===== src/rtl/filter_acc_unit_gen_if.sv =====
// filter_acc_unit_gen_if: sample-in / unit-result-out bundle of the filter accumulator
interface filter_acc_unit_gen_if #(
    parameter int DATA_WIDTH = 16,
    parameter int ACC_WIDTH  = 32
);
    logic                  laser_start_i;
    logic                  adc_data_vld_i;
    logic [DATA_WIDTH-1:0] adc_data_i;
    logic [15:0]           filter_unit_len_i;
    logic [ACC_WIDTH-1:0]  acc_thr_high_i;
    logic [ACC_WIDTH-1:0]  acc_thr_low_i;
    logic                  filter_unit_vld_o;
    logic                  filter_acc_result_o;
    logic [ACC_WIDTH-1:0]  filter_acc_sum_o;
    logic [15:0]           filter_unit_cnt_o;

    modport master (
        output laser_start_i, adc_data_vld_i, adc_data_i, filter_unit_len_i,
               acc_thr_high_i, acc_thr_low_i,
        input  filter_unit_vld_o, filter_acc_result_o, filter_acc_sum_o, filter_unit_cnt_o
    );

    modport slave (
        input  laser_start_i, adc_data_vld_i, adc_data_i, filter_unit_len_i,
               acc_thr_high_i, acc_thr_low_i,
        output filter_unit_vld_o, filter_acc_result_o, filter_acc_sum_o, filter_unit_cnt_o
    );
endinterface


===== src/rtl/filter_acc_unit_gen.sv =====
// filter_acc_unit_gen: sums ADC samples over fixed-length units and emits a hysteresis result per unit
module filter_acc_unit_gen #(
    parameter int DATA_WIDTH = 16,
    parameter int ACC_WIDTH  = 32
) (
    input logic                  clk_i,
    input logic                  rst_i,
    filter_acc_unit_gen_if.slave bus
);
    typedef enum logic {IDLE, ACC} state_t;

    state_t               state_q, state_d;
    logic [ACC_WIDTH-1:0] acc_q, sum_q, sum_n;
    logic [ACC_WIDTH:0]   raw;
    logic [15:0]          sample_cnt_q, len_q, len_eff, unit_cnt_q;
    logic                 vld_q, result_q, result_n, take, last;

    // run state follows laser_start: any low cycle returns to IDLE
    always_comb begin
        state_d = bus.laser_start_i ? ACC : IDLE;
    end

    // state register
    always_ff @(posedge clk_i) begin
        if (rst_i) state_q <= IDLE;
        else       state_q <= state_d;
    end

    // saturating sum, last-sample detect and hysteresis decision for the current sample
    always_comb begin
        len_eff  = (bus.filter_unit_len_i == 16'd0) ? 16'd1 : bus.filter_unit_len_i;
        raw      = {1'b0, acc_q} + {{(ACC_WIDTH + 1 - DATA_WIDTH){1'b0}}, bus.adc_data_i};
        sum_n    = raw[ACC_WIDTH] ? '1 : raw[ACC_WIDTH-1:0];
        take     = (state_q == ACC) && bus.laser_start_i && bus.adc_data_vld_i;
        last     = sample_cnt_q == len_q - 16'd1;
        result_n = result_q ? !(sum_n < bus.acc_thr_low_i) : (sum_n >= bus.acc_thr_high_i);
    end

    // accumulation and unit completion; dropping laser_start discards everything
    always_ff @(posedge clk_i) begin
        if (rst_i || !bus.laser_start_i) begin
            acc_q        <= '0;
            sum_q        <= '0;
            sample_cnt_q <= '0;
            len_q        <= '0;
            unit_cnt_q   <= '0;
            vld_q        <= 1'b0;
            result_q     <= 1'b0;
        end else begin
            vld_q <= take && last;
            if (state_q == IDLE) begin
                len_q <= len_eff;
            end else if (take) begin
                if (last) begin
                    acc_q        <= '0;
                    sample_cnt_q <= '0;
                    len_q        <= len_eff;
                    sum_q        <= sum_n;
                    unit_cnt_q   <= unit_cnt_q + 16'd1;
                    result_q     <= result_n;
                end else begin
                    acc_q        <= sum_n;
                    sample_cnt_q <= sample_cnt_q + 16'd1;
                end
            end
        end
    end

    assign bus.filter_unit_vld_o   = vld_q;
    assign bus.filter_acc_result_o = result_q;
    assign bus.filter_acc_sum_o    = sum_q;
    assign bus.filter_unit_cnt_o   = unit_cnt_q;
endmodule


===== src/flat_wrapper.sv =====
// flat-port wrapper written by rule: the top's interface ports become plain ports
module filter_acc_unit_gen_flat 
#(
    parameter int DATA_WIDTH = 16,
    parameter int ACC_WIDTH  = 32
)
  (clk_i, rst_i, bus_laser_start_i, bus_adc_data_vld_i, bus_adc_data_i, bus_filter_unit_len_i, bus_acc_thr_high_i, bus_acc_thr_low_i, bus_filter_unit_vld_o, bus_filter_acc_result_o, bus_filter_acc_sum_o, bus_filter_unit_cnt_o);
  filter_acc_unit_gen_if #(.DATA_WIDTH(DATA_WIDTH), .ACC_WIDTH(ACC_WIDTH)) bus_i ();
  input logic clk_i;
  input logic rst_i;
  input wire logic [$bits(bus_i.laser_start_i)-1:0] bus_laser_start_i;
  input wire logic [$bits(bus_i.adc_data_vld_i)-1:0] bus_adc_data_vld_i;
  input wire logic [$bits(bus_i.adc_data_i)-1:0] bus_adc_data_i;
  input wire logic [$bits(bus_i.filter_unit_len_i)-1:0] bus_filter_unit_len_i;
  input wire logic [$bits(bus_i.acc_thr_high_i)-1:0] bus_acc_thr_high_i;
  input wire logic [$bits(bus_i.acc_thr_low_i)-1:0] bus_acc_thr_low_i;
  output wire logic [$bits(bus_i.filter_unit_vld_o)-1:0] bus_filter_unit_vld_o;
  output wire logic [$bits(bus_i.filter_acc_result_o)-1:0] bus_filter_acc_result_o;
  output wire logic [$bits(bus_i.filter_acc_sum_o)-1:0] bus_filter_acc_sum_o;
  output wire logic [$bits(bus_i.filter_unit_cnt_o)-1:0] bus_filter_unit_cnt_o;
  assign bus_i.laser_start_i = bus_laser_start_i;
  assign bus_i.adc_data_vld_i = bus_adc_data_vld_i;
  assign bus_i.adc_data_i = bus_adc_data_i;
  assign bus_i.filter_unit_len_i = bus_filter_unit_len_i;
  assign bus_i.acc_thr_high_i = bus_acc_thr_high_i;
  assign bus_i.acc_thr_low_i = bus_acc_thr_low_i;
  assign bus_filter_unit_vld_o = bus_i.filter_unit_vld_o;
  assign bus_filter_acc_result_o = bus_i.filter_acc_result_o;
  assign bus_filter_acc_sum_o = bus_i.filter_acc_sum_o;
  assign bus_filter_unit_cnt_o = bus_i.filter_unit_cnt_o;
  filter_acc_unit_gen #(.DATA_WIDTH(DATA_WIDTH), .ACC_WIDTH(ACC_WIDTH)) u_core (.clk_i(clk_i), .rst_i(rst_i), .bus(bus_i));
endmodule

===== config.mk =====
export PLATFORM = sky130hd
export DESIGN_NAME = filter_acc_unit_gen_flat
export DESIGN_NICKNAME = d
export VERILOG_FILES = /design/src/rtl/filter_acc_unit_gen_if.sv /design/src/rtl/filter_acc_unit_gen.sv /design/src/flat_wrapper.sv
export SDC_FILE = /design/constraint.sdc
export NUM_CORES = 1
export LEC_CHECK = 0
export BUFFER_PORTS_ARGS = -buffer_cell sky130_fd_sc_hd__buf_2
export CAP_MARGIN = 20
export CORE_AREA = 2 2 129 131
export CTS_BUF_LIST = sky130_fd_sc_hd__clkbuf_8
export CTS_CLUSTER_SIZE = 24
export DETAILED_ROUTE_END_ITERATION = 12
export DIE_AREA = 0 0 131 133
export PLACE_DENSITY = 0.78
export SETUP_SLACK_MARGIN = 0.3
export SYNTH_ARGS = -nofsm -noshare
export SYNTH_HDL_FRONTEND = slang
export SYNTH_SLANG_ARGS = --single-unit

===== constraint.sdc =====
create_clock -name clk_i -period 5.8 [get_ports clk_i]
set_input_delay 0.87 -clock clk_i [delete_from_list [all_inputs] [get_ports clk_i]]
set_output_delay 0.87 -clock clk_i [all_outputs]
set_load 0.05 [all_outputs]

-- Yosys cells after proc, flatten, opt, wreduce, memory -nomap -nowiden
Cells that the tools add are included.
- bits of input ports: 100
- word-level logic and storage cells: 36
- bits in read-only memories: 0
- output and inout bits: 50
- bits in writable memories: 0
- bits in latches: 0
- memories kept: 0
- flip-flop bits (word level): 115
- magnitude comparators: 2
- muxes and demuxes: 9
- $add $sub $neg: 4
- shift-type cells: 0
- equality and inequality tests: 3
- reduce and logical (&&, ||, !) cells: 10
- div/mod/pow operators: 0
- multipliers: 0
- bitwise gates (word level): 0
- operators with widths (kind ; count):
    two-way mux 16 bit ; 5
    two-way mux 32 bit ; 2
    adder 32 x 16 -> 33 bit ; 1
    adder 16 x 1 -> 16 bit, second input constant ; 2
    greater-or-equal comparator 32 bit ; 1
    < comparator 32 bit ; 1
    equality test 16 bit ; 1
    zero test 16 bit ; 1
    subtractor 16 x 1 -> 16 bit, second input constant ; 1
    inequality test 2 bit, second input constant ; 2
    AND reduction 2 bit ; 2
    logical AND 1 bit ; 3
    AND reduction 3 bit ; 1
    zero test 1 bit ; 2
    two-way mux 1 bit ; 2
    logical OR 1 bit ; 1

-- Logic depth before layout (Yosys ltp)
Gate-level depths: netlist (run 1).
- word-level depth: 5
- gate-level depth with buffers: 18
- gate-level depth less buffers: 17

-- Least setup slack after synthesis (run 1)
No wires, ideal clock.
- path kind: in2reg
- start point: in bus_adc_data_i[0]
- end point: reg u_core.result_q (netlist: u_core.bus.filter_acc_result_o)
- stages on the path: 16
- library setup time: 115 ps
- path buffers: 1
- data required time: 5685 ps
- data arrival time: 4811 ps
- path slack: 874 ps
- cells stage by stage: ha_1 -> fa_1 -> a211oi_1 -> nor4_1 -> o21ai_1 -> a21o_1 -> clkbuf_1 -> nand3_1 -> nor2b_1 -> ha_1 -> nand4_1 -> nor3_1 -> nand3_1 -> or4_1 -> o31a_1 -> a2111oi_0
- word-level cells in the longest chain between the ends: 5
- elaborated cells on any way between the ends: 6
- classes of those cells: 1 x add/sub; 2 x order compare; 2 x mux; 1 x reduce/logical
- ends and longest elaborated chain (item ; RTL line ; RTL):
    from (decl) ; flat_wrapper.sv:13 ; input wire logic [$bits(bus_i.adc_data_i)-1:0] bus_adc_data_i;
    adder 32 x 16 -> 33 bit (*) ; filter_acc_unit_gen.sv:32 ; raw = {1'b0, acc_q} + {{(ACC_WIDTH + 1 - DATA_WIDTH){1'b0}}, bus.adc_data_i};
    two-way mux 32 bit (*) ; filter_acc_unit_gen.sv:33 ; sum_n = raw[ACC_WIDTH] ? '1 : raw[ACC_WIDTH-1:0];
    named net u_core.sum_n[29] ; filter_acc_unit_gen.sv:13 ; logic [ACC_WIDTH-1:0] acc_q, sum_q, sum_n;
    < comparator 32 bit ; filter_acc_unit_gen.sv:36 ; result_n = result_q ? !(sum_n < bus.acc_thr_low_i) : (sum_n >= bus.acc_thr_high_i);
    zero test 1 bit ; filter_acc_unit_gen.sv:36 ;
    two-way mux 1 bit (*) ; filter_acc_unit_gen.sv:36 ;
    to (signal assigned) ; filter_acc_unit_gen.sv:60 ; result_q <= result_n;
    to (decl) ; filter_acc_unit_gen.sv:16 ; logic vld_q, result_q, result_n, take, last;
Mark *: on every way through the listed nets, which the timed path passes. The rest lies on a longest branch.
A chain may end at the register's enable or synchronous reset.

-- Final worst setup path (run 1)
Ends and elaborated chain as after synthesis.

==> metrics.txt, run 1 <==
final setup vio count=0; number of detailed-route iterations in the first pass=7; crit-path max FO=7; Crit path top cell by count=ha_1; share of post-route cells with drive strength above 1=18.82%; Fill cells=1504; post_cts resized=0; Wirelength per Cell=16.37 um; final hold slack=0.4482 ns; first-pass GRT wire length=36.16 mm; IO Pins=150; Starting Density=48.81%; largest area contributor in the netlist=dfxtp_1; status=finished, final reports clean; Max H-tree Level=4; Std-Cell Rows=47; setup TNS=0 ns; CP startpoint=bus_adc_data_i[0]; total setup buffers inserted after CTS=0; worst skew pair latency=0.46 ns; PnR worst setup slack=0.7142 ns; core area=16170 um^2; register area share after synthesis=29.16%; n_diodes=0; Avg Vias per Cell=5.870; Final Cycle Share=87.69%; CP Capture Type=flip-flop; Post-DP Area=8815 um^2; initial antenna violation count=0; reg-to-reg endpoint=u_core.bus.filter_acc_result_o; Routed WL=22.39 mm; leading cell type by number of instances after synthesis=dfxtp_1; unrepaired setup endpoints after global routing=false; CTS clock-pin slew for the worst setup and hold paths=0.07 ns; Clock Sinks=115; Worst Path Required=6.14 ns; Post-Route Utilization=57.23%; R2R setup slack=0.92 ns; P&R area growth vs syn=17.25%; R2R depth=15; DIE AREA=17420 um^2; power per cell area=203.7 nW/um^2; top_reg_cell synth=dfxtp_1; Async SR Flop Fraction=0%; Syn Nets=1187; CTS max path bufs=2; Via Count=8030; post-synth top area share=29.16%; Leak=4.152 nW; area of the mapped netlist=7894 um^2; CP endpoint=u_core.bus.filter_acc_result_o; Initial DRC Count=746; Distinct cells, synth=66; GRT Total Usage=26.18%; Worst path max stage delay=0.54 ns; WS Path Type=primary input to flip-flop; Post-Layout Inst Area=9255 um^2; CTS tree=yes; number of global-route vias before repair=7442; WP depth=16; worst min-delay path class=flip-flop to flip-flop; Yosys warnings=0; crit-path cells=buf_2 -> ha_1 -> fa_1 -> a211oi_1 -> nor4_1 -> o21ai_1 -> a21o_1 -> nand2_1 -> mux2_2 -> ha_1 -> nand4_1 -> nor3_1 -> nand3_1 -> or4_1 -> o31a_1 -> a2111oi_0; CTS buffer count=17; Reg area=2302 um^2; Mapped Avg Cell Area=7.862 um^2; Chip Width=131 um; Die H=133 um; largest net degree at the start of global routing=43; worst r2r src=u_core.acc_q[0]; Post-Place Worst Slack=0.3139 ns; grt ovf=0; GPL Wtd Cong=0.9135; cts hold-fix bufs=0; Multi-input gate area=5105 um^2; Synth Instances=1004; Post-synth EDFFs=0; IO buf count=149; DP HPWL=16.95 mm; Seq cells post-synth=115; measured slew at the worst slew-check pin=1.046 ns; fmax=0.1966 GHz; max_cap viols=0; number of buffers and inverters on the critical path=1; Peak supply drop=0.1409 mV; Hold Violations, Final=0; crit-path leading delay family=compound AO/OA/AOI/OAI gates; commonest cells in the netlist=dfxtp_1 (115), a21oi_1 (107), nand2_1 (102); Final #Nets=1318; Final ANT Viol Nets=0; Worst path slowest cell=a211oi_1; Synth area leaders=dfxtp_1 (29%), ha_1 (13%), a21oi_1 (6.8%), nand2_1 (4.9%), inv_1 (3.7%); Post-Route Skew=0.01574 ns; min Tclk post-route=5.086 ns; Crit path arrival time=5.43 ns; relative slew slack=30.27%; crit start category=primary input; final max-slew violation count=0; clock root buffer=clkbuf_8; # DRC=0
flip-flops by register name (all words and copies together) (netlist names):
register and count:
u_core.bus.filter_acc_sum_o 32, u_core.sample_cnt_q 16, u_core.len_q 16, u_core.acc_q 32
u_core.bus.filter_unit_cnt_o 16, u_core.bus.filter_unit_vld_o 1, u_core.bus.filter_acc_result_o 1, u_core.state_q 1
layout make-up:
class                      count  share of cell area [%]
inverter                      78                   3.163
clock buffer                  17                   2.528
tap                          220                   2.974
multi-input combinational    763                   55.16
timing repair buffer         160                   9.071
sequential                   115                   24.87
clock inverter                15                   2.231
power breakdown:
part           switching [mW]  total, mW  internal [mW]
clock                   0.368      0.840          0.472
sequential             0.0102      0.805          0.795
combinational           0.140      0.240         0.0995
total                   0.519       1.88           1.37
layer usage:
metal | track usage (%) | routed length [um]
met1 | 34.56 | 9785
met2 | 40.88 | 10170
met3 | 4.852 | 1559
met4 | 12.71 | 884
met5 | 0 | 0
cell families (layout without fill, tap and decap cells):
logic type / after synthesis / count (layout) / synth area share (%)
xor gates and xnor gates: 47 / 47 / 5.215
adders and majority gates: 83 / 83 / 13.25
buffers and inverters: 126 / 270 / 6.292
muxes: 7 / 7 / 0.9510
DFF: 115 / 115 / 29.16
and+or+nand+nor: 336 / 336 / 21.40
AOI/OAI and AO/OA: 290 / 290 / 23.73
tightest hold or removal path, stage by stage (launching register included):
cell and delay (ns):
dfxtp_1 0.31, nand2_1 0.05, a21oi_1 0.05
worst min path at each step:
stage,to,depth (start not counted),startpoint
floorplan,u_core.acc_q[0],2,u_core.acc_q[0]
global placement,u_core.bus.filter_acc_sum_o[11],2,u_core.bus.filter_acc_sum_o[11]
detailed placement,u_core.bus.filter_acc_sum_o[22],2,u_core.bus.filter_acc_sum_o[22]
CTS,u_core.bus.filter_acc_sum_o[4],2,u_core.bus.filter_acc_sum_o[4]
global route,u_core.bus.filter_acc_sum_o[22],2,u_core.bus.filter_acc_sum_o[22]
finish,u_core.bus.filter_acc_sum_o[3],2,u_core.bus.filter_acc_sum_o[3]
metrics by stage:
stage               total power [mW]  std cells
finish                         1.885       1368
CTS                            1.890       1368
detailed placement             1.057       1336
floorplan                     0.9773       1004
global route                   1.959       1368
global placement               1.051       1334
cells in the final DEF (no fill, tap or decap), types with 8 or more instances in the layout:
cell / netlist / routed
inv_1: 78 / 78
xnor2_1: 18 / 18
a21o_1: 11 / 11
xor2_1: 29 / 29
or3_1: 8 / 8
and3_1: 17 / 17
nand4_1: 20 / 20
nor4_1: 17 / 17
nand3_1: 44 / 44
a211oi_1: 16 / 16
nand2_1: 102 / 102
nor2_1: 54 / 53
dfxtp_1: 115 / 115
nor3_1: 21 / 20
or4_1: 13 / 13
a31oi_1: 10 / 10
o31ai_1: 13 / 13
a21oi_1: 107 / 107
o21ai_0: 52 / 52
clkbuf_8: 0 / 17
buf_2: 1 / 149
a22o_1: 23 / 23
ha_1: 82 / 82
buf_4: 0 / 9
Power figures use the tool's default switching activity.
==> run 2: changes to the inputs <==
==> constraint.sdc (replaced) <==
create_clock -name clk_i -period 5.4 [get_ports clk_i]
set_input_delay 0.81 -clock clk_i [delete_from_list [all_inputs] [get_ports clk_i]]
set_output_delay 0.81 -clock clk_i [all_outputs]
set_load 0.05 [all_outputs]
==> run 2 against run 1 <==
Against the previous run: non-clock buffer count is the same; critical endpoint unchanged; sequential share of layout area is essentially flat; core utilization shrank 0.077 points; cell count is the same.
==> metrics.txt, run 2 (synthesized netlist as in run 1, its figures left out) <==
Fill cells=1486 (was 1504); number of global-route vias before repair=7328 (was 7442); DP HPWL=16.78 mm (was 16.95 mm); clock root buffer=clkbuf_8 (unchanged); Std-Cell Rows=47 (unchanged); IO Pins=150 (unchanged); most frequent cells in the layout=buf_2 (149), dfxtp_1 (115), a21oi_1 (107) (unchanged); IO buf count=149 (unchanged); Max H-tree Level=4 (unchanged); Met3 Routed Length=1.368 mm (was 1.559 mm); crit-path leading delay family=compound AO/OA/AOI/OAI gates (unchanged); Starting Density=48.81% (unchanged); R2R setup slack=0.84 ns (was 0.92 ns); fmax=0.2121 GHz; crit start category=primary input (unchanged); share of post-route cells with drive strength above 1=18.82% (unchanged); number of buffers and inverters on the critical path=3 (was 1); Avg Vias per Cell=5.735 (was 5.870); CTS clock-pin slew for the worst setup and hold paths=0.07 ns (about the same); final setup vio count=0 (unchanged); core area=16170 um^2 (unchanged); WS Path Type=primary input to flip-flop (unchanged); Chip Width=131 um (unchanged); CTS buffer count=17 (unchanged); Worst path max stage delay=0.43 ns (was 0.54 ns); Net Sw Power=0.5543 mW (was 0.5185 mW); sequential share of power=43.5% (was 42.7%); setup TNS=0 ns (unchanged); Crit path arrival time=5.05 ns (was 5.43 ns); n_diodes=0 (unchanged); worst r2r src=u_core.acc_q[0] (unchanged); Post-Route Skew=0.009213 ns (was 0.01574 ns); total internal power=1.434 mW (was 1.366 mW); max_cap viols=0 (unchanged); CTS max path bufs=2 (unchanged); Hold Violations, Final=0 (unchanged); Comb power frac=13.0% (was 12.7%); min Tclk post-route=4.715 ns; cts hold-fix bufs=0 (unchanged); initial antenna violation count=0 (unchanged); CP Capture Type=flip-flop (unchanged); grt ovf=0 (unchanged); Worst Path Required=5.73 ns (was 6.14 ns); Final ANT Viol Nets=0 (unchanged); wire length on met2=10.09 mm (was 10.17 mm); GRT Total Usage=26.03% (was 26.18%); CP startpoint=bus_adc_data_i[0] (unchanged); R2R depth=16 (was 15); DIE AREA=17420 um^2 (unchanged); Leak=4.138 nW (was 4.152 nW); post_cts resized=0 (unchanged); CP endpoint=u_core.bus.filter_acc_result_o (unchanged); largest net degree at the start of global routing=35 (was 43); number of detailed-route iterations in the first pass=5 (was 7); reg-to-reg endpoint=u_core.bus.filter_acc_result_o (unchanged); measured slew at the worst slew-check pin=0.9885 ns (was 1.046 ns); crit-path max FO=16 (was 7); PnR worst setup slack=0.6848 ns (was 0.7142 ns); Clock Sinks=115 (unchanged); # DRC=0 (unchanged); status=finished, final reports clean (unchanged); crit-path cells=buf_2 -> ha_1 -> fa_1 -> a211oi_1 -> nor4_1 -> o21ai_1 -> buf_4 -> a21o_1 -> buf_4 -> o21ai_0 -> ha_1 -> nand2_1 -> nor3_1 -> nand3_1 -> or4_1 -> o31a_1 -> a2111oi_0 (was buf_2 -> ha_1 -> fa_1 -> a211oi_1 -> nor4_1 -> o21ai_1 -> a21o_1 -> nand2_1 -> mux2_2 -> ha_1 -> nand4_1 -> nor3_1 -> nand3_1 -> or4_1 -> o31a_1 -> a2111oi_0); Final Cycle Share=87.32%; P&R area growth vs syn=17.09% (was 17.25%); Final #Nets=1318 (unchanged); Initial DRC Count=550 (was 746); final max-slew violation count=0 (unchanged); max layer used=met4 (unchanged); power per cell area=215.2 nW/um^2 (was 203.7 nW/um^2); most common cell after layout, fill and taps aside=buf_2 (unchanged); CTS tree=yes (unchanged); WP depth=17 (was 16); GPL Wtd Cong=0.9291 (was 0.9135); worst skew pair latency=0.46 ns (about the same); Wirelength per Cell=16.28 um (was 16.37 um); Die H=133 um (unchanged); WL met1=10.20 mm (was 9.785 mm); Worst path slowest cell=fa_1 (was a211oi_1); total setup buffers inserted after CTS=0 (unchanged); worst min-delay path class=flip-flop to flip-flop (unchanged); first-pass GRT wire length=35.93 mm (was 36.16 mm); relative slew slack=33.89% (was 30.27%); Post-Place Worst Slack=0.2837 ns (was 0.3139 ns); Peak supply drop=0.1568 mV (was 0.1409 mV); unrepaired setup endpoints after global routing=false (unchanged); Via Count=7845 (was 8030); Routed WL=22.28 mm (was 22.39 mm); fraction of power spent switching nets=27.88% (was 27.51%); Clock power frac=43.5% (was 44.6%)
==> run 2: cell types whose count changed in the layout (fill, tap and decap cells not counted), sizes merged <==
cell      before  now
bufinv         4    3
clkbuf        17   18
clkinv         6    3
clkinvlp       2    4
inv           81   82
==> run 2: how the worst min path moves through the flow <==
stage | cells past startpoint | endpoint | slack [ns] | start
3_5_place_dp | 2 | u_core.bus.filter_acc_sum_o[3] | 0.44 | u_core.bus.filter_acc_sum_o[3]
2_1_floorplan | 2 | u_core.acc_q[0] | 0.43 | u_core.acc_q[0]
5_1_grt | 2 | u_core.bus.filter_acc_sum_o[16] | 0.47 | u_core.bus.filter_acc_sum_o[16]
4_1_cts | 2 | u_core.bus.filter_acc_sum_o[3] | 0.45 | u_core.bus.filter_acc_sum_o[3]
6_report | 2 | u_core.bus.filter_acc_sum_o[20] | 0.45 | u_core.bus.filter_acc_sum_o[20]
3_3_place_gp | 2 | u_core.bus.filter_acc_sum_o[3] | 0.44 | u_core.bus.filter_acc_sum_o[3]
==> run 2: worst reg2reg max path: stages (launching register included) <==
cell	delay, ns
dfxtp_1	0.32
ha_1	0.21
fa_1	0.43
a211oi_1	0.36
nor4_1	0.13
o21ai_1	0.16
buf_4	0.18
a21o_1	0.24
buf_4	0.26
o21ai_0	0.24
ha_1	0.39
nand2_1	0.06
nor3_1	0.24
nand3_1	0.16
or4_1	0.43
o31a_1	0.25
a2111oi_0	0.39
==> run 2: power groups by stage <==
stage          sequential, mW  clock, mW  combinational [mW]
6_report                0.865      0.866               0.258
5_1_grt                 0.866      0.916               0.289
4_1_cts                 0.864      0.880               0.254
3_5_place_dp            0.884          0               0.253
3_3_place_gp            0.884          0               0.247
2_1_floorplan           0.878          0               0.172
==> run 2: routing by layer <==
layer / up-vias / global-route usage (%)
met1: 3579 / 34.98
met2: 288 / 41.62
li1: 3931 / -
met4: 0 / 10.11
met5: - / 0
met3: 47 / 4.165
==> run 2: area by class of cell <==
cell class	count	area [um^2]	share of cell area [%]
timing repair buffer	160	835.8	9.043
clock inverter	14	177.7	1.922
clock buffer	18	247.7	2.680
inverter	78	292.8	3.168
multi-input combinational	763	5111	55.30
sequential	115	2302	24.91
tap	220	275.3	2.978
==> run 2: through the flow <==
stage	utilization (%)	hold slack, ns	area (um^2)	std cells	power, mW
after floorplan	-	0.4291	7894	1004	1.050
after global placement	54.43	0.4374	8802	1335	1.131
after detailed placement	54.43	0.4403	8802	1335	1.136
after CTS	57.06	0.4508	9228	1367	1.999
after global routing	57.15	0.4727	9243	1368	2.071
final	57.15	0.4468	9243	1368	1.989
==> run 3: changes to the inputs <==
--- a/config.mk
+++ b/config.mk
@@ -7,12 +7,12 @@
 export LEC_CHECK = 0
 export BUFFER_PORTS_ARGS = -buffer_cell sky130_fd_sc_hd__buf_2
 export CAP_MARGIN = 20
-export CORE_AREA = 2 2 129 131
+export CORE_AREA = 2 2 139 141
 export CTS_BUF_LIST = sky130_fd_sc_hd__clkbuf_8
 export CTS_CLUSTER_SIZE = 24
 export DETAILED_ROUTE_END_ITERATION = 12
-export DIE_AREA = 0 0 131 133
-export PLACE_DENSITY = 0.78
+export DIE_AREA = 0 0 141 143
+export PLACE_DENSITY = 0.7
 export SETUP_SLACK_MARGIN = 0.3
 export SYNTH_ARGS = -nofsm -noshare
 export SYNTH_HDL_FRONTEND = slang
==> run 3 against run 2 <==
Against the previous run: critical path depth shrank 1; clock-buffer cell count shrank 1; register-to-register slack gained 0.06 ns; clock power grew 2%; first-iteration DRC count shrank 4.2%; worst hold slack gained 0.0046 ns; global-route usage shrank 3.3 points; die area grew 16%; wire length grew 1.6%; via count shrank 0.62%; largest cell class unchanged.
==> metrics.txt, run 3 (synthesized netlist as in run 1, its figures left out) <==
DP HPWL=17.25 mm (was 16.78 mm); Final ANT Viol Nets=0 (unchanged); Design Power=2.004 mW (was 1.989 mW); status=finished, final reports clean (unchanged); CTS max path bufs=2 (unchanged); DIE AREA=20160 um^2 (was 17420 um^2); crit-path leading delay family=compound AO/OA/AOI/OAI gates (unchanged); Clock Sinks=115 (unchanged); Post-DP Area=8828 um^2 (was 8802 um^2); CP Capture Type=flip-flop (unchanged); Die H=143 um (was 133 um); Fill cells=1785 (was 1486); share of post-route cells with drive strength above 1=18.61% (was 18.82%); layer with the highest usage=met2 (unchanged); Hold Violations, Final=0 (unchanged); IO buf count=149 (unchanged); worst min-delay path class=flip-flop to flip-flop (unchanged); Routed WL=22.64 mm (was 22.28 mm); met3 Resource Use GR=3.722% (was 4.165%); Post-Place Worst Slack=0.2826 ns (was 0.2837 ns); IO Pins=150 (unchanged); Post-Route Utilization=49.99% (was 57.15%); grt ovf=0 (unchanged); Via Count=7796 (was 7845); total setup buffers inserted after CTS=0 (unchanged); final cell count without fillers=1384 (was 1368); grt met1 use=30.65% (was 34.98%); fmax=0.2144 GHz (was 0.2121 GHz); CTS clock-pin slew for the worst setup and hold paths=0.07 ns (about the same); number of global-route vias before repair=7285 (was 7328); final max-slew violation count=0 (unchanged); setup TNS=0 ns (unchanged); Std-Cell Rows=50 (was 47); power per cell area=215.7 nW/um^2 (was 215.2 nW/um^2); post_cts resized=0 (unchanged); Worst Path Required=5.71 ns (was 5.73 ns); final hold slack=0.4513 ns (was 0.4468 ns); Post-Layout Inst Area=9289 um^2 (was 9243 um^2); Post-Route Skew=0.01263 ns (was 0.009213 ns); Wirelength per Cell=16.36 um (was 16.28 um); P&R area growth vs syn=17.67% (was 17.09%); cts hold-fix bufs=0 (unchanged); GPL Wtd Cong=0.9309 (was 0.9291); placed cells=1351 (was 1335); Worst path slowest cell=fa_1 (unchanged); n_diodes=0 (unchanged); initial antenna violation count=0 (unchanged); core area=18580 um^2 (was 16170 um^2); # DRC=0 (unchanged); GR Util met2=36.89% (was 41.62%); Leak=4.187 nW (was 4.138 nW); number of detailed-route iterations in the first pass=5 (unchanged); Crit path top cell by count=ha_1; Chip Width=141 um (was 131 um); GRT Total Usage=22.71% (was 26.03%); number of buffers and inverters on the critical path=2 (was 3); Starting Density=42.48% (was 48.81%); clock root buffer=clkbuf_8 (unchanged); worst skew pair latency=0.43 ns (was 0.46 ns); Worst path max stage delay=0.43 ns (about the same); largest net degree at the start of global routing=63 (was 35); crit-path cells=buf_2 -> ha_1 -> fa_1 -> a211oi_1 -> nor4_1 -> o21ai_1 -> buf_4 -> and2_0 -> a31oi_1 -> ha_1 -> nand4_1 -> nor3_1 -> nand3_1 -> or4_1 -> o31a_1 -> a2111oi_0 (was buf_2 -> ha_1 -> fa_1 -> a211oi_1 -> nor4_1 -> o21ai_1 -> buf_4 -> a21o_1 -> buf_4 -> o21ai_0 -> ha_1 -> nand2_1 -> nor3_1 -> nand3_1 -> or4_1 -> o31a_1 -> a2111oi_0); Initial DRC Count=527 (was 550); Avg Vias per Cell=5.633 (was 5.735); final setup vio count=0 (unchanged); relative slew slack=40.39% (was 33.89%); WS Path Type=primary input to flip-flop (unchanged); PnR worst setup slack=0.7367 ns (was 0.6848 ns); measured slew at the worst slew-check pin=0.8859 ns (was 0.9885 ns); Peak supply drop=0.1438 mV (was 0.1568 mV); first-pass GRT wire length=36.51 mm (was 35.93 mm); most common cell after layout, fill and taps aside=buf_2 (unchanged); crit start category=primary input (unchanged); Final Cycle Share=86.36% (was 87.32%); Final #Nets=1320 (was 1318); CTS tree=yes (unchanged); CTS buffer count=17 (unchanged); Crit path arrival time=4.98 ns (was 5.05 ns); Max H-tree Level=4 (unchanged); max_cap viols=0 (unchanged); most frequent cells in the layout=buf_2 (149), dfxtp_1 (115), a21oi_1 (107) (unchanged); min Tclk post-route=4.663 ns (was 4.715 ns); crit-path max FO=9 (was 16); unrepaired setup endpoints after global routing=false (unchanged)
## run 3: final cells by class
class,instances,area [um^2],share of cell area (%)
Timing Repair Buffer,162,863.3,9.294
Tap cell,234,292.8,3.152
Clock buffer,17,234.0,2.519
Sequential cell,115,2302,24.78
Clock inverter,15,198.9,2.142
Inverter,78,292.8,3.152
Multi-Input combinational cell,763,5105,54.96
## run 3: path summary, 6_finish.rpt
| path | slack [ns] | from | depth (start not counted) | end |
|---|---|---|---|---|
| max | 0.74 | bus_adc_data_i[0] | 16 | u_core.bus.filter_acc_result_o |
| min | 0.45 | u_core.bus.filter_acc_sum_o[24] | 2 | u_core.bus.filter_acc_sum_o[24] |
| max reg2reg | 0.90 | u_core.acc_q[0] | 15 | u_core.bus.filter_acc_result_o |
| min reg2reg | 0.45 | u_core.bus.filter_acc_sum_o[24] | 2 | u_core.bus.filter_acc_sum_o[24] |
## run 3: where the power goes
| part | internal (mW) | leakage, nW | switching [mW] |
|---|---|---|---|
| clock network | 0.538 | 0.238 | 0.343 |
| logic | 0.106 | 3.02 | 0.151 |
| registers | 0.854 | 0.928 | 0.0109 |
| total | 1.50 | 4.19 | 0.505 |
## run 3: worst reg2reg max path, cell delays in order, from the launching register on
cell and delay, ns:
dfxtp_1 0.32, ha_1 0.22, fa_1 0.43, a211oi_1 0.39
nor4_1 0.14, o21ai_1 0.24, buf_4 0.21, and2_0 0.30
a31oi_1 0.21, ha_1 0.33, nand4_1 0.12, nor3_1 0.30
nand3_1 0.15, or4_1 0.42, o31a_1 0.24, a2111oi_0 0.36
## run 3: routing by layer
layer	up-vias	part of all wire [%]	wire, um
met3	36	6.1	1380
met2	268	45	10230
li1	3936	-	-
met1	3556	47	10560
met4	0	2.1	470
met5	-	0	0
